## config.mk

```make
export PLATFORM = sky130hd
export DESIGN_NAME = jtframe_rom_sched
export DESIGN_NICKNAME = d
export VERILOG_FILES = /design/src/rtl/jtframe_rom_sched.sv
export SDC_FILE = /design/constraint.sdc
export NUM_CORES = 1
export LEC_CHECK = 0
export ABC_AREA = 0
export CAP_MARGIN = 25
export CORE_MARGIN = 10
export CORE_UTILIZATION = 40
export CTS_CLUSTER_SIZE = 14
export DETAILED_ROUTE_END_ITERATION = 10
export DONT_BUFFER_PORTS = 1
export PLACE_DENSITY = 0.63
export SLEW_MARGIN = 20
export SYNTH_ARGS = -nofsm -noshare
export SYNTH_HDL_FRONTEND = slang
export SYNTH_SLANG_ARGS = --single-unit
export TNS_END_PERCENT = 20
```

## constraint.sdc

```tcl
create_clock -name clk -period 2.3 [get_ports clk]
set_clock_uncertainty 0.05 [all_clocks]
set_input_delay 0.23 -clock clk [delete_from_list [all_inputs] [get_ports clk]]
set_output_delay 0.23 -clock clk [all_outputs]
set_load 0.005 [all_outputs]
```

## src/rtl/jtframe_rom_sched.sv

```systemverilog
// Four-slot SDRAM ROM read scheduler with a one-word cache per slot.
// Optional build macro JTFRAME_ROMSCHED_RR_EN selects round-robin arbitration;
// without it slot 0 has the highest priority and slot 3 the lowest.
module jtframe_rom_sched #(
  parameter int unsigned AW      = 22,
  parameter int unsigned TIMEOUT = 63
) (
  input  logic              clk,
  input  logic              rst_n,
  input  logic              downloading,
  input  logic [3:0]        slot_cs,
  input  logic [4*AW-1:0]   slot_addr,
  output logic [3:0]        slot_ok,
  output logic [4*32-1:0]   slot_dout,
  output logic              sdram_req,
  output logic [AW-1:0]     sdram_addr,
  input  logic              sdram_ack,
  input  logic              data_rdy,
  input  logic [31:0]       data_read,
  output logic              refresh_en
);

  localparam int unsigned NS = 4;
  localparam int unsigned DW = 32;
  localparam int unsigned CW = $clog2(TIMEOUT + 1);

  typedef enum logic [1:0] {
    ST_IDLE = 2'd0,
    ST_REQ  = 2'd1,
    ST_WAIT = 2'd2
  } state_t;

  state_t          state_q;
  logic [1:0]      gnt_q;
  logic [CW-1:0]   cnt_q;
  logic [NS-1:0]   valid_q;
  logic [AW-1:0]   tag_q  [NS];
  logic [DW-1:0]   data_q [NS];

  logic [AW-1:0]   addr_a [NS];
  logic [NS-1:0]   hit;
  logic [NS-1:0]   miss;
  logic [1:0]      win;
  logic            win_vld;

`ifdef JTFRAME_ROMSCHED_RR_EN
  logic [1:0]      rr_ptr;
  logic [1:0]      rr_idx;
`endif

  // Unpack slot addresses and evaluate per-slot hit/miss against the cache
  always_comb begin
    hit  = '0;
    miss = '0;
    for (int n = 0; n < NS; n++) begin
      addr_a[n] = slot_addr[n*AW +: AW];
      hit[n]    = valid_q[n] && (tag_q[n] == addr_a[n]);
      miss[n]   = slot_cs[n] && !hit[n];
    end
  end

  // Cached words are always visible; ok only for a live hit outside download
  always_comb begin
    for (int n = 0; n < NS; n++) begin
      slot_dout[n*DW +: DW] = data_q[n];
    end
    slot_ok    = slot_cs & hit & {NS{~downloading}};
    refresh_en = (state_q == ST_IDLE) && (miss == '0);
  end

  // Pick the slot to serve next among the missing ones
  always_comb begin
    win     = '0;
    win_vld = 1'b0;
`ifdef JTFRAME_ROMSCHED_RR_EN
    rr_idx  = '0;
    // scan backwards so the slot closest to the pointer is the last to win
    for (int i = NS - 1; i >= 0; i--) begin
      rr_idx = rr_ptr + 2'(i);
      if (miss[rr_idx]) begin
        win     = rr_idx;
        win_vld = 1'b1;
      end
    end
`else
    for (int i = NS - 1; i >= 0; i--) begin
      if (miss[i]) begin
        win     = 2'(i);
        win_vld = 1'b1;
      end
    end
`endif
  end

  // Scheduler FSM: grant, request, wait for data, fill the slot cache
  always_ff @(posedge clk or negedge rst_n) begin
    if (!rst_n) begin
      state_q    <= ST_IDLE;
      gnt_q      <= '0;
      cnt_q      <= '0;
      valid_q    <= '0;
      sdram_req  <= 1'b0;
      sdram_addr <= '0;
      for (int n = 0; n < NS; n++) begin
        tag_q[n]  <= '0;
        data_q[n] <= '0;
      end
`ifdef JTFRAME_ROMSCHED_RR_EN
      rr_ptr     <= '0;
`endif
    end else if (downloading) begin
      // ROM contents are changing: abort and forget everything cached
      state_q   <= ST_IDLE;
      sdram_req <= 1'b0;
      valid_q   <= '0;
    end else begin
      case (state_q)
        ST_IDLE: begin
          if (win_vld) begin
            gnt_q      <= win;
            sdram_addr <= addr_a[win];
            sdram_req  <= 1'b1;
            state_q    <= ST_REQ;
          end
        end
        ST_REQ: begin
          if (sdram_ack) begin
            sdram_req <= 1'b0;
            cnt_q     <= '0;
            if (data_rdy) begin
              // ack and data together: finish the fill right away
              data_q[gnt_q]  <= data_read;
              tag_q[gnt_q]   <= sdram_addr;
              valid_q[gnt_q] <= 1'b1;
              state_q        <= ST_IDLE;
`ifdef JTFRAME_ROMSCHED_RR_EN
              rr_ptr         <= gnt_q + 2'd1;
`endif
            end else begin
              state_q <= ST_WAIT;
            end
          end
        end
        ST_WAIT: begin
          if (data_rdy) begin
            // tag with the fetched address even if the requester moved on
            data_q[gnt_q]  <= data_read;
            tag_q[gnt_q]   <= sdram_addr;
            valid_q[gnt_q] <= 1'b1;
            state_q        <= ST_IDLE;
`ifdef JTFRAME_ROMSCHED_RR_EN
            rr_ptr         <= gnt_q + 2'd1;
`endif
          end else if (cnt_q == CW'(TIMEOUT)) begin
            // give up; the slot still misses and will be granted again
            state_q <= ST_IDLE;
`ifdef JTFRAME_ROMSCHED_RR_EN
            rr_ptr  <= gnt_q + 2'd1;
`endif
          end else begin
            cnt_q <= cnt_q + CW'(1);
          end
        end
        default: state_q <= ST_IDLE;
      endcase
    end
  end

endmodule

```

==> report_table.html, run 1 <==
<table>
<tr><th>Metric</th><th>Value</th></tr>
<tr><th colspan="2">Synth</th></tr>
<tr><td>Sequential-to-total area share from yosys stat</td><td>55.7%</td></tr>
<tr><td>Post-synth top flop</td><td>sky130_fd_sc_hd__dfrtp_1</td></tr>
<tr><td>Simple-gate share of the synthesized area</td><td>8.11%</td></tr>
<tr><td>Number of nets in the synthesized netlist</td><td>996</td></tr>
<tr><td>Proportion of synthesized flip-flops having asynchronous set or reset</td><td>100%</td></tr>
<tr><td>Cell Area, Synth</td><td>11400 µm²</td></tr>
<tr><td>Count of warnings emitted by yosys</td><td>0</td></tr>
<tr><td>Syn Area/Cell</td><td>13.1 µm²</td></tr>
<tr><td>Mapped Cells</td><td>866</td></tr>
<tr><td>Share of the synthesized area in compound gates (AO/OA/AOI/OAI)</td><td>5.09%</td></tr>
<tr><td>Synthesized-area fraction occupied by xor and xnor cells</td><td>7.01%</td></tr>
<tr><td>Cell types occupying the most area after synthesis</td><td>sky130_fd_sc_hd__dfrtp_1 (56%), sky130_fd_sc_hd__mux2_2 (21%), sky130_fd_sc_hd__xnor2_1 (5.0%)</td></tr>
<tr><td>Leading post-synthesis cells by instance count</td><td>sky130_fd_sc_hd__dfrtp_1 (253), sky130_fd_sc_hd__mux2_2 (216), sky130_fd_sc_hd__xnor2_1 (65)</td></tr>
<tr><td>Unique masters post-synth</td><td>40</td></tr>
<tr><td>Cell type contributing the most total cell area after synthesis</td><td>sky130_fd_sc_hd__dfrtp_1</td></tr>
<tr><td>Number of synthesized register bits</td><td>253</td></tr>
<tr><td>Fraction of synthesized area in multiplexers</td><td>21.5%</td></tr>
<tr><td>Adder-Cell Fraction of Synth Area</td><td>0.110%</td></tr>
<tr><td>Largest family of logic cells by synthesized area</td><td>multiplexers</td></tr>
<tr><td>Post-synth EDFFs</td><td>0</td></tr>
<tr><td>Dominant cell by count in the synthesized netlist</td><td>sky130_fd_sc_hd__dfrtp_1</td></tr>
<tr><td>Fraction of post-synthesis cell area in the top cell type by area</td><td>55.7%</td></tr>
<tr><th colspan="2">Outcome</th></tr>
<tr><td>Status</td><td>complete, but fails checks</td></tr>
<tr><td>Violated checks</td><td>hold timing, setup timing</td></tr>
<tr><th colspan="2">Floorplan</th></tr>
<tr><td>Die height</td><td>189 µm</td></tr>
<tr><td>Number of I/O pins</td><td>285</td></tr>
<tr><td>Starting density of the core</td><td>40.7%</td></tr>
<tr><td>Floorplan die width</td><td>189 µm</td></tr>
<tr><td>Floorplan Core Area</td><td>27900 µm²</td></tr>
<tr><td>Die Footprint</td><td>35600 µm²</td></tr>
<tr><td>Standard-cell row count</td><td>61</td></tr>
<tr><th colspan="2">Placement</th></tr>
<tr><td>Final Wtd Congestion</td><td>0.826</td></tr>
<tr><td>Post-DP HPWL</td><td>25100 µm</td></tr>
<tr><td># placed instances</td><td>1253</td></tr>
<tr><td>Instance area after placement</td><td>12200 µm²</td></tr>
<tr><td>Number of port buffers</td><td>0</td></tr>
<tr><th colspan="2">Critical path</th></tr>
<tr><td>Critical path required time</td><td>2.02 ns</td></tr>
<tr><td>Critical path endpoint category</td><td>output pin</td></tr>
<tr><td>Worst Path Max Fanout</td><td>3</td></tr>
<tr><td>Start-to-end type of the worst setup path</td><td>reg2out</td></tr>
<tr><td>Worst endpoint data arrival time</td><td>2.60 ns</td></tr>
<tr><td>Type of origin of the critical path</td><td>register</td></tr>
<tr><th colspan="2">GRT</th></tr>
<tr><td>Number of antenna violations at the first check in global routing</td><td>0</td></tr>
<tr><td>Sum of overflow across all layers after global routing</td><td>0</td></tr>
<tr><td>Maximum number of pins on one net before global-route repair</td><td>254</td></tr>
<tr><td>Total global routing track utilization</td><td>20.0%</td></tr>
<tr><td>Vias in the first global route</td><td>8245</td></tr>
<tr><td>Wire length of the first global-routing pass</td><td>54600 µm</td></tr>
<tr><th colspan="2">Timing</th></tr>
<tr><td>Headroom to the max-slew limit</td><td>40.7%</td></tr>
<tr><td>Post-route clock period utilization</td><td>125%</td></tr>
<tr><td>Setup TNS</td><td>-10.05 ns</td></tr>
<tr><td>Worst path setup slack after routing</td><td>-0.578 ns</td></tr>
<tr><td>Hold WS</td><td>-0.671 ns</td></tr>
<tr><td>RSZ-0062 raised after global routing</td><td>true</td></tr>
<tr><td>Final count of pins violating max slew</td><td>0</td></tr>
<tr><td>Post-layout minimum cycle time</td><td>2.88 ns</td></tr>
<tr><td>Final setup violation count</td><td>27</td></tr>
<tr><td>Number of endpoints with negative hold slack in the final report</td><td>253</td></tr>
<tr><td>Slew at the pin closest to its max-slew limit</td><td>0.890 ns</td></tr>
<tr><td>Maximum operating frequency</td><td>347 MHz</td></tr>
<tr><th colspan="2">Cells and area</th></tr>
<tr><td>Layout Cell Area excl Fill</td><td>14500 µm²</td></tr>
<tr><td>Total number of nets in the final design</td><td>1140</td></tr>
<tr><td>Area delta synth-&gt;final</td><td>27.5%</td></tr>
<tr><td>Number of antenna repair diodes</td><td>0</td></tr>
<tr><td>Number of fillers in the final layout</td><td>2379</td></tr>
<tr><td>Proportion of layout cells with a drive suffix above 1</td><td>37.4%</td></tr>
<tr><td>Count of non-filler cells in the finished layout</td><td>1406</td></tr>
<tr><th colspan="2">CTS</th></tr>
<tr><td>Root buffer selected by CTS</td><td>sky130_fd_sc_hd__clkbuf_16</td></tr>
<tr><td>Total number of H-tree levels</td><td>1</td></tr>
<tr><td>Number of hold-repair buffers added at the cts stage</td><td>95</td></tr>
<tr><td>CTS clk-pin slew, worst paths</td><td>0.06 ns</td></tr>
<tr><td>Sink Count</td><td>253</td></tr>
<tr><td>TritonCTS clock tree</td><td>done</td></tr>
<tr><td>CTS max path bufs</td><td>3</td></tr>
<tr><td>Inserted Clock Buffers</td><td>28</td></tr>
<tr><td>Clock insertion delay at the later pin of the skew report</td><td>0.54 ns</td></tr>
<tr><th colspan="2">Detailed routing</th></tr>
<tr><td>Drt via density</td><td>5.56</td></tr>
<tr><td>Remaining antenna violation count after routing</td><td>0</td></tr>
<tr><td>Vias after detailed routing</td><td>7811</td></tr>
<tr><td>Final WL</td><td>37000 µm</td></tr>
<tr><td>Number of remaining DRC errors</td><td>0</td></tr>
<tr><td>Iteration-0 DRC count of the detailed router</td><td>589</td></tr>
<tr><td>Post-detailed-route wirelength per cell</td><td>26.3 µm</td></tr>
<tr><td>Detailed Routing Iterations Pass 1</td><td>4</td></tr>
<tr><th colspan="2">Pwr</th></tr>
<tr><td>Ratio of total power to cell area</td><td>1020 nW/µm²</td></tr>
<tr><td>Maximum vdd drop</td><td>638 µV</td></tr>
<tr><td>Overall power after layout</td><td>14.7 mW</td></tr>
<tr><td>Reported leakage power</td><td>6.57 nW</td></tr>
<tr><th colspan="2">Min path</th></tr>
<tr><td>Hold WC Path Type</td><td>in2async</td></tr>
<tr><th colspan="2">Run</th></tr>
<tr><td>Count of max-cap constraint violations</td><td>0</td></tr>
</table>
stage by stage:
step / utilization (%) / worst slack, ns
6_report: 51.9 / -0.578
5_1_grt: 51.9 / -0.713
4_1_cts: 51.2 / -0.563
3_5_place_dp: 43.5 / -0.267
3_3_place_gp: 43.5 / -0.219
2_1_floorplan: - / 0.0780
cell families (layout without fill, tap and decap cells):
logic type | Yosys count | after routing
flip-flops | 253 | 253
multiplexers | 217 | 217
AND/OR/NAND/NOR | 181 | 181
XOR/XNOR | 91 | 91
AO/OA/AOI/OAI | 68 | 68
buffers and inverters | 55 | 217
adder cells (fa/ha/maj) | 1 | 1
worst max-delay path: stages, from the launching register on:
cell                      delay (ns)
sky130_fd_sc_hd__dfrtp_1        0.40
sky130_fd_sc_hd__xnor2_2        0.19
sky130_fd_sc_hd__nand4_1        0.18
sky130_fd_sc_hd__nor4_2         0.29
sky130_fd_sc_hd__buf_4          0.17
sky130_fd_sc_hd__buf_4          0.10
sky130_fd_sc_hd__buf_6          0.08
sky130_fd_sc_hd__buf_6          0.07
sky130_fd_sc_hd__and4_4         0.26
sky130_fd_sc_hd__buf_12         0.12
sky130_fd_sc_hd__and3_4         0.18
cell type report:
class	instances	area (µm²)	share of cell area, %
Clock buffer	40	817	5.64
Clock inverter	8	120	0.829
Inverter	7	26.3	0.181
Multi-Input combinational cell	558	5100	35.2
Sequential cell	253	6330	43.7
Tap cell	378	473	3.26
Timing Repair Buffer	162	1630	11.2
where the power goes:
| part | total (mW) | switching (mW) | internal [mW] |
|---|---|---|---|
| registers | 7.23 | 1.36 | 5.87 |
| logic | 2.91 | 1.11 | 1.80 |
| clock network | 4.59 | 1.81 | 2.78 |
worst paths after layout:
kind,from,end,slack (ns),depth (start not counted)
max,tag_q[14],slot_ok[3],-0.58,10
min,rst_n,tag_q[59],-0.67,0
max reg2reg,tag_q[14],sdram_addr[3],-0.50,13
min reg2reg,valid_q[2],valid_q[2],0.45,1
max in group asynchronous,rst_n,tag_q[47],2.13,0
min in group clk,slot_addr[59],sdram_addr[15],0.03,3
placed cells by master (no fill, tap or decap), drive strengths merged, types with 5 or more instances in the layout:
master / instances
nor4: 29
o311a: 23
buf: 66
nand2: 53
a21oi: 5
nor2: 35
dfrtp: 253
nand3: 5
nor2b: 23
xor2: 26
xnor2: 65
nor3: 5
nand4: 19
dlygate4sd3: 95
mux2: 216
clkbuf: 41
inv: 7
o31ai: 23
state kept, by name (all words and copies together), names as in the netlist:
name and flops:
cnt_q 6, sdram_addr 22, sdram_req 1, gnt_q 2, state_q 2, slot_dout 128, tag_q 88, valid_q 4
repair_timing:
item	4_1_cts	5_1_grt
setup buffers	6	3
gates cloned	1	1
setup endpoints to repair	29	106
resized for setup	37	32
hold endpoints to repair	418	253
pin swaps	60	20
metal layers:
layer | wire length [µm] | vias to the layer above | GRT usage (%)
li1 | - | 3385 | -
met1 | 13700 | 3987 | 23.3
met2 | 17600 | 365 | 32.8
met3 | 4420 | 74 | 8.11
met4 | 1230 | 0 | 6.62
met5 | 0 | - | 0
No activity file was read; power rests on OpenSTA's default activity.
==> inputs of run 2 (changes only) <==
--- a/config.mk
+++ b/config.mk
@@ -12,7 +12,7 @@
 export CTS_CLUSTER_SIZE = 14
 export DETAILED_ROUTE_END_ITERATION = 10
 export DONT_BUFFER_PORTS = 1
-export PLACE_DENSITY = 0.63
+export PLACE_DENSITY = 0.64
 export SLEW_MARGIN = 20
 export SYNTH_ARGS = -nofsm -noshare
 export SYNTH_HDL_FRONTEND = slang
==> run 2 against run 1 <==
  * The run still ends with hold timing, setup timing left
  * Die area did not move
  * Worst hold slack gained 0.010 ns
  * Sequential cell count did not move
  * Register-to-register slack improved by 0.14 ns
  * Largest cell class unchanged
  * Largest power group unchanged
==> report_table.html, run 2 (synthesized netlist as in run 1, its figures left out) <==
<table>
<tr><th>Metric</th><th>Value</th></tr>
<tr><th colspan="2">Outcome</th></tr>
<tr><td>Status</td><td>complete, but fails checks</td></tr>
<tr><td>Violated checks</td><td>hold timing, setup timing</td></tr>
<tr><th colspan="2">Cells and area</th></tr>
<tr><td>Total number of nets in the final design</td><td>1161</td></tr>
<tr><td>Register area</td><td>6330 µm²</td></tr>
<tr><td>Proportion of layout cells with a drive suffix above 1</td><td>41.3%</td></tr>
<tr><td>Area of the multi-input gates</td><td>5330 µm²</td></tr>
<tr><td>Most used cells in the layout excluding fill and tap cells</td><td>sky130_fd_sc_hd__dfrtp_1 (253), sky130_fd_sc_hd__mux2_2 (216), sky130_fd_sc_hd__dlygate4sd3_1 (102)</td></tr>
<tr><td>Number of fillers in the final layout</td><td>2283</td></tr>
<tr><td>Area delta synth-&gt;final</td><td>33.2%</td></tr>
<tr><td>Max FFs per register</td><td>128</td></tr>
<tr><td>Utilization after layout</td><td>54.2%</td></tr>
<tr><td>Most common cell after layout, fill and taps aside</td><td>sky130_fd_sc_hd__dfrtp_1</td></tr>
<tr><td>Number of antenna repair diodes</td><td>0</td></tr>
<tr><th colspan="2">Floorplan</th></tr>
<tr><td>Starting density of the core</td><td>40.7%</td></tr>
<tr><td>Floorplan Core Area</td><td>27900 µm²</td></tr>
<tr><td>Standard-cell row count</td><td>61</td></tr>
<tr><td>Die Footprint</td><td>35600 µm²</td></tr>
<tr><td>Die height</td><td>189 µm</td></tr>
<tr><td>Number of I/O pins</td><td>285</td></tr>
<tr><td>Floorplan die width</td><td>189 µm</td></tr>
<tr><th colspan="2">Detailed routing</th></tr>
<tr><td>Remaining antenna violation count after routing</td><td>0</td></tr>
<tr><td>Vias after detailed routing</td><td>8060</td></tr>
<tr><td>Number of remaining DRC errors</td><td>0</td></tr>
<tr><td>Post-detailed-route wirelength per cell</td><td>26.7 µm</td></tr>
<tr><td>Detailed Routing Iterations Pass 1</td><td>5</td></tr>
<tr><td>Drt via density</td><td>5.63</td></tr>
<tr><td>Iteration-0 DRC count of the detailed router</td><td>451</td></tr>
<tr><td>Final WL</td><td>38200 µm</td></tr>
<tr><th colspan="2">Timing</th></tr>
<tr><td>Worst path setup slack after routing</td><td>-0.582 ns</td></tr>
<tr><td>Final setup violation count</td><td>30</td></tr>
<tr><td>Setup TNS</td><td>-8.29 ns</td></tr>
<tr><td>Number of endpoints with negative hold slack in the final report</td><td>253</td></tr>
<tr><td>Final count of pins violating max slew</td><td>0</td></tr>
<tr><td>Post-route clock period utilization</td><td>125%</td></tr>
<tr><td>Headroom to the max-slew limit</td><td>50.8%</td></tr>
<tr><td>RSZ-0062 raised after global routing</td><td>true</td></tr>
<tr><td>Post-layout minimum cycle time</td><td>2.88 ns</td></tr>
<tr><td>Maximum operating frequency</td><td>347 MHz</td></tr>
<tr><td>Slew at the pin closest to its max-slew limit</td><td>0.738 ns</td></tr>
<tr><td>Hold WS</td><td>-0.661 ns</td></tr>
<tr><th colspan="2">Placement</th></tr>
<tr><td>Worst slack at placement</td><td>-0.252 ns</td></tr>
<tr><td>Post-DP HPWL</td><td>24900 µm</td></tr>
<tr><td>Number of port buffers</td><td>0</td></tr>
<tr><td>Final Wtd Congestion</td><td>0.860</td></tr>
<tr><th colspan="2">Pwr</th></tr>
<tr><td>Maximum vdd drop</td><td>795 µV</td></tr>
<tr><td>Ratio of total power to cell area</td><td>1010 nW/µm²</td></tr>
<tr><td>Reported leakage power</td><td>6.85 nW</td></tr>
<tr><th colspan="2">Critical path</th></tr>
<tr><td>Register-to-register setup slack</td><td>-0.36 ns</td></tr>
<tr><td>Number of cells traversed by the worst register-to-register path</td><td>15</td></tr>
<tr><td>Start-to-end type of the worst setup path</td><td>reg2out</td></tr>
<tr><td>Critical path endpoint category</td><td>output pin</td></tr>
<tr><td>Startpoint of the worst setup timing path</td><td>tag_q[32]</td></tr>
<tr><td>Destination of the worst register-to-register timing path</td><td>gnt_q[0]</td></tr>
<tr><td>Worst Path Max Fanout</td><td>2</td></tr>
<tr><td>Worst endpoint data arrival time</td><td>2.60 ns</td></tr>
<tr><td>Critical path required time</td><td>2.02 ns</td></tr>
<tr><td>Startpoint of the most critical register-to-register path</td><td>tag_q[59]</td></tr>
<tr><td>Type of origin of the critical path</td><td>register</td></tr>
<tr><th colspan="2">GRT</th></tr>
<tr><td>Maximum number of pins on one net before global-route repair</td><td>254</td></tr>
<tr><td>Wire length of the first global-routing pass</td><td>55800 µm</td></tr>
<tr><td>Total global routing track utilization</td><td>20.2%</td></tr>
<tr><td>Vias in the first global route</td><td>8670</td></tr>
<tr><td>Number of antenna violations at the first check in global routing</td><td>0</td></tr>
<tr><td>Sum of overflow across all layers after global routing</td><td>0</td></tr>
<tr><th colspan="2">CTS</th></tr>
<tr><td>Inserted Clock Buffers</td><td>29</td></tr>
<tr><td>Sink Count</td><td>253</td></tr>
<tr><td>Number of hold-repair buffers added at the cts stage</td><td>102</td></tr>
<tr><td>Total number of H-tree levels</td><td>1</td></tr>
<tr><td>TritonCTS clock tree</td><td>done</td></tr>
<tr><td>Clock insertion delay at the later pin of the skew report</td><td>0.54 ns</td></tr>
<tr><td>CTS clk-pin slew, worst paths</td><td>0.07 ns</td></tr>
<tr><td>CTS max path bufs</td><td>3</td></tr>
<tr><td>Root buffer selected by CTS</td><td>sky130_fd_sc_hd__clkbuf_16</td></tr>
<tr><th colspan="2">Min path</th></tr>
<tr><td>Hold WC Path Type</td><td>in2async</td></tr>
<tr><th colspan="2">Run</th></tr>
<tr><td>Count of max-cap constraint violations</td><td>0</td></tr>
</table>
[run 2: area by class of cell]
cell class / instances / area share (%)
multi-input cells: 558 / 35.2
clock inverters: 12 / 1.31
inverters: 7 / 0.174
flip-flops and latches: 253 / 41.8
well taps: 378 / 3.12
repair buffers: 182 / 12.8
clock buffers: 41 / 5.56
[run 2: layer usage]
metal	up-vias	track usage [%]	routed length (µm)
met5	-	0	0
met4	0	6.72	1460
met3	90	8.40	4610
met2	447	33.8	18400
met1	4088	22.8	13700
li1	3435	-	-
[run 2: report_power, final]
part	leakage, nW	internal, mW	total (mW)	switching (mW)
clock	0.505	3.10	4.97	1.87
combinational	3.06	1.90	3.08	1.19
sequential	3.29	5.87	7.26	1.40
[run 2: worst max path at each step]
stage | end | cells after the start | slack [ns]
4_1_cts | refresh_en | 8 | -0.58
3_5_place_dp | refresh_en | 8 | -0.25
5_1_grt | refresh_en | 9 | -0.61
3_3_place_gp | refresh_en | 9 | -0.30
6_report | refresh_en | 9 | -0.58
2_1_floorplan | slot_dout[0] | 10 | 0.08
[run 2: critical path: stages (launching register included)]
cell and delay [ns]:
sky130_fd_sc_hd__dfrtp_1 0.42, sky130_fd_sc_hd__xnor2_2 0.26, sky130_fd_sc_hd__nand3_2 0.18, sky130_fd_sc_hd__nor4_2 0.29, sky130_fd_sc_hd__buf_4 0.17, sky130_fd_sc_hd__a21boi_4 0.07
sky130_fd_sc_hd__or2_4 0.29, sky130_fd_sc_hd__nor4_4 0.14, sky130_fd_sc_hd__buf_4 0.15, sky130_fd_sc_hd__buf_6 0.08
[run 2: through the flow]
step	instance area (µm²)	total power, mW	std cells	hold WS, ns
after global routing	15100	16.0	1431	-0.684
after detailed placement	12100	9.82	1251	-0.100
final	15100	15.3	1431	-0.661
after global placement	12100	9.72	1251	-0.101
after CTS	14600	15.2	1420	-0.676
after floorplan	11400	8.70	866	-0.116
[run 2: repair_timing]
| item | CTS | global route |
|---|---|---|
| buffers inserted | 11 | 14 |
| pin swaps | 28 | 37 |
| endpoints found under the hold margin | 413 | 253 |
| setup endpoints to repair | 30 | 93 |
| cloned | 5 | 2 |
| gates resized for setup | 57 | 76 |
==> inputs of run 3 (changes only) <==
--- a/config.mk
+++ b/config.mk
@@ -7,6 +7,7 @@
 export LEC_CHECK = 0
 export ABC_AREA = 0
 export CAP_MARGIN = 25
+export CORE_ASPECT_RATIO = 1.25
 export CORE_MARGIN = 10
 export CORE_UTILIZATION = 40
 export CTS_CLUSTER_SIZE = 14
==> run 3 against run 2 <==
  * The flow still finishes with violations (hold timing, setup timing)
  * Design area down 4.3%
  * Sequential share of layout area up 1.9 points
  * Sequential power shrank 0.7%
  * Non-clock buffer count fell by 17
  * Critical path depth fell by 1
  * Clock power shrank 6.6%
  * Critical endpoint unchanged
  * Utilization is 2.1 points lower
==> report_table.html, run 3 (synthesized netlist as in run 1, its figures left out) <==
<table>
<tr><th>Metric</th><th>Value</th></tr>
<tr><th colspan="2">CTS</th></tr>
<tr><td>TritonCTS clock tree</td><td>done</td></tr>
<tr><td>CTS clk-pin slew, worst paths</td><td>0.06 ns</td></tr>
<tr><td>Clock insertion delay at the later pin of the skew report</td><td>0.53 ns</td></tr>
<tr><td>Number of hold-repair buffers added at the cts stage</td><td>96</td></tr>
<tr><td>Sink Count</td><td>253</td></tr>
<tr><td>Inserted Clock Buffers</td><td>28</td></tr>
<tr><td>Total number of H-tree levels</td><td>1</td></tr>
<tr><td>CTS max path bufs</td><td>3</td></tr>
<tr><td>Root buffer selected by CTS</td><td>sky130_fd_sc_hd__clkbuf_16</td></tr>
<tr><th colspan="2">Cells and area</th></tr>
<tr><td>Number of antenna repair diodes</td><td>0</td></tr>
<tr><td>Proportion of layout cells with a drive suffix above 1</td><td>37.2%</td></tr>
<tr><td>Most used cells in the layout excluding fill and tap cells</td><td>sky130_fd_sc_hd__dfrtp_1 (253), sky130_fd_sc_hd__mux2_2 (216), sky130_fd_sc_hd__dlygate4sd3_1 (96)</td></tr>
<tr><td>Utilization after layout</td><td>52.1%</td></tr>
<tr><td>Most common cell after layout, fill and taps aside</td><td>sky130_fd_sc_hd__dfrtp_1</td></tr>
<tr><td>Area delta synth-&gt;final</td><td>27.5%</td></tr>
<tr><td>Number of fillers in the final layout</td><td>2306</td></tr>
<tr><td>Layout Cell Area excl Fill</td><td>14500 µm²</td></tr>
<tr><td>Max FFs per register</td><td>128</td></tr>
<tr><td>Total number of nets in the final design</td><td>1143</td></tr>
<tr><th colspan="2">GRT</th></tr>
<tr><td>Sum of overflow across all layers after global routing</td><td>0</td></tr>
<tr><td>Maximum number of pins on one net before global-route repair</td><td>254</td></tr>
<tr><td>Wire length of the first global-routing pass</td><td>54800 µm</td></tr>
<tr><td>Number of antenna violations at the first check in global routing</td><td>0</td></tr>
<tr><td>Total global routing track utilization</td><td>20.0%</td></tr>
<tr><td>Vias in the first global route</td><td>8449</td></tr>
<tr><th colspan="2">Floorplan</th></tr>
<tr><td>Die height</td><td>208 µm</td></tr>
<tr><td>Floorplan die width</td><td>171 µm</td></tr>
<tr><td>Floorplan Core Area</td><td>27800 µm²</td></tr>
<tr><td>Number of I/O pins</td><td>285</td></tr>
<tr><td>Starting density of the core</td><td>40.9%</td></tr>
<tr><td>Die Footprint</td><td>35600 µm²</td></tr>
<tr><td>Standard-cell row count</td><td>68</td></tr>
<tr><th colspan="2">Critical path</th></tr>
<tr><td>Worst Path Max Fanout</td><td>2</td></tr>
<tr><td>Highest cell delay on the worst timing path</td><td>0.41 ns</td></tr>
<tr><td>Timing endpoint of the critical path</td><td>refresh_en</td></tr>
<tr><td>Critical path endpoint category</td><td>output pin</td></tr>
<tr><td>Register-to-register setup slack</td><td>-0.42 ns</td></tr>
<tr><td>Slowest stage cell, crit path</td><td>sky130_fd_sc_hd__dfrtp_1</td></tr>
<tr><td>Startpoint of the worst setup timing path</td><td>tag_q[3]</td></tr>
<tr><td>Destination of the worst register-to-register timing path</td><td>sdram_addr[14]</td></tr>
<tr><td>Ordered cell list for the critical path</td><td>xnor2_2 -&gt; nand4_1 -&gt; nor4_4 -&gt; a41oi_2 -&gt; or2_4 -&gt; nor4_2 -&gt; buf_4 -&gt; buf_6</td></tr>
<tr><td>Start-to-end type of the worst setup path</td><td>reg2out</td></tr>
<tr><td>Worst endpoint data arrival time</td><td>2.67 ns</td></tr>
<tr><td>Startpoint of the most critical register-to-register path</td><td>tag_q[70]</td></tr>
<tr><td>Type of origin of the critical path</td><td>register</td></tr>
<tr><td>Number of cells traversed by the worst register-to-register path</td><td>12</td></tr>
<tr><td>Critical path required time</td><td>2.02 ns</td></tr>
<tr><th colspan="2">Timing</th></tr>
<tr><td>Worst path setup slack after routing</td><td>-0.651 ns</td></tr>
<tr><td>RSZ-0062 raised after global routing</td><td>true</td></tr>
<tr><td>Final count of pins violating max slew</td><td>0</td></tr>
<tr><td>Headroom to the max-slew limit</td><td>58.2%</td></tr>
<tr><td>Slew at the pin closest to its max-slew limit</td><td>0.627 ns</td></tr>
<tr><td>Number of endpoints with negative hold slack in the final report</td><td>253</td></tr>
<tr><td>Final setup violation count</td><td>31</td></tr>
<tr><td>Post-layout minimum cycle time</td><td>2.95 ns</td></tr>
<tr><td>Hold WS</td><td>-0.658 ns</td></tr>
<tr><td>Post-route clock period utilization</td><td>128%</td></tr>
<tr><td>Maximum operating frequency</td><td>339 MHz</td></tr>
<tr><th colspan="2">Placement</th></tr>
<tr><td>Instance area after placement</td><td>12100 µm²</td></tr>
<tr><td>Post-DP HPWL</td><td>24800 µm</td></tr>
<tr><td>Final Wtd Congestion</td><td>0.853</td></tr>
<tr><td>Number of port buffers</td><td>0</td></tr>
<tr><td>Worst slack at placement</td><td>-0.498 ns</td></tr>
<tr><th colspan="2">Detailed routing</th></tr>
<tr><td>Number of remaining DRC errors</td><td>0</td></tr>
<tr><td>Vias after detailed routing</td><td>7827</td></tr>
<tr><td>Remaining antenna violation count after routing</td><td>0</td></tr>
<tr><td>Final WL</td><td>36700 µm</td></tr>
<tr><td>Post-detailed-route wirelength per cell</td><td>26.5 µm</td></tr>
<tr><td>Drt via density</td><td>5.65</td></tr>
<tr><td>Iteration-0 DRC count of the detailed router</td><td>679</td></tr>
<tr><td>Detailed Routing Iterations Pass 1</td><td>6</td></tr>
<tr><th colspan="2">Outcome</th></tr>
<tr><td>Status</td><td>complete, but fails checks</td></tr>
<tr><td>Violated checks</td><td>hold timing, setup timing</td></tr>
<tr><th colspan="2">Pwr</th></tr>
<tr><td>Reported leakage power</td><td>6.57 nW</td></tr>
<tr><td>Maximum vdd drop</td><td>588 µV</td></tr>
<tr><td>Ratio of total power to cell area</td><td>1020 nW/µm²</td></tr>
<tr><th colspan="2">Min path</th></tr>
<tr><td>Hold WC Path Type</td><td>in2async</td></tr>
<tr><th colspan="2">Run</th></tr>
<tr><td>Count of max-cap constraint violations</td><td>0</td></tr>
</table>
run 3: cell types whose count changed in the layout (fill, tap and decap cells not counted), moves of 4 or more:
cell,before,now
sky130_fd_sc_hd__nand2_1,31,45
sky130_fd_sc_hd__xnor2_1,42,54
sky130_fd_sc_hd__buf_4,52,47
sky130_fd_sc_hd__clkinv_2,3,7
sky130_fd_sc_hd__o31ai_2,9,3
sky130_fd_sc_hd__nand2_4,11,3
sky130_fd_sc_hd__dlygate4sd3_1,102,96
sky130_fd_sc_hd__xnor2_2,23,11
sky130_fd_sc_hd__o31ai_1,7,19
sky130_fd_sc_hd__o31ai_4,7,1
sky130_fd_sc_hd__nand2_2,11,5
run 3: stage by stage:
step	std cells	setup TNS, ns	power [mW]	hold slack, ns
floorplan	866	0	8.70	-0.116
global placement	1226	-11.15	9.78	-0.109
detailed placement	1226	-11.74	9.90	-0.108
CTS	1382	-6.51	14.9	-0.679
global route	1385	-13.64	15.5	-0.680
finish	1385	-10.17	14.8	-0.658
run 3: final cells by class:
cell class	instances	area (µm²)	area share (%)
Tap cell	350	438	3.02
Clock inverter	15	164	1.13
Inverter	7	26.3	0.181
Timing Repair Buffer	165	1690	11.7
Sequential cell	253	6330	43.7
Multi-Input combinational cell	558	5030	34.7
Clock buffer	37	806	5.56
run 3: how the worst min path moves through the flow:
stage                     start              to  slack (ns)  cells past startpoint
after floorplan           rst_n        cnt_q[0]       -0.12                      0
after global placement    rst_n  slot_dout[102]       -0.11                      0
after detailed placement  rst_n  slot_dout[102]       -0.11                      0
after CTS                 rst_n  slot_dout[102]       -0.68                      0
after global routing      rst_n  slot_dout[102]       -0.68                      0
final                     rst_n  slot_dout[102]       -0.66                      0
run 3: where the power goes:
group	total, mW	leakage (nW)	internal (mW)	switching, mW
clock network	4.64	0.471	2.80	1.84
logic	2.96	2.81	1.82	1.14
registers	7.21	3.29	5.87	1.35
total	14.8	6.57	10.5	4.33
run 3: per-layer routing:
| metal | part of all wire [%] | track usage [%] | vias to the layer above |
|---|---|---|---|
| met5 | 0 | 0 | - |
| met4 | 4.8 | 8.85 | 0 |
| met3 | 11 | 7.12 | 94 |
| met2 | 50 | 34.5 | 369 |
| met1 | 35 | 21.4 | 3976 |
| li1 | - | - | 3388 |
run 3: what timing repair did:
| action | in CTS | in global routing |
|---|---|---|
| buffers inserted | 9 | 7 |
| gates cloned | 2 | 0 |
| endpoints found under the setup margin | 31 | 128 |
| pin swaps | 27 | 16 |
| gates resized for setup | 50 | 23 |
| endpoints found under the hold margin | 416 | 253 |
run 3: worst max-delay path, delay by kind of cell, from the launching register on:
family          cells  cell delay [ns]
xor+xnor            1             0.18
compound gates      1             0.20
simple gates        4             1.10
buf+inv             2             0.25
flops               1             0.41
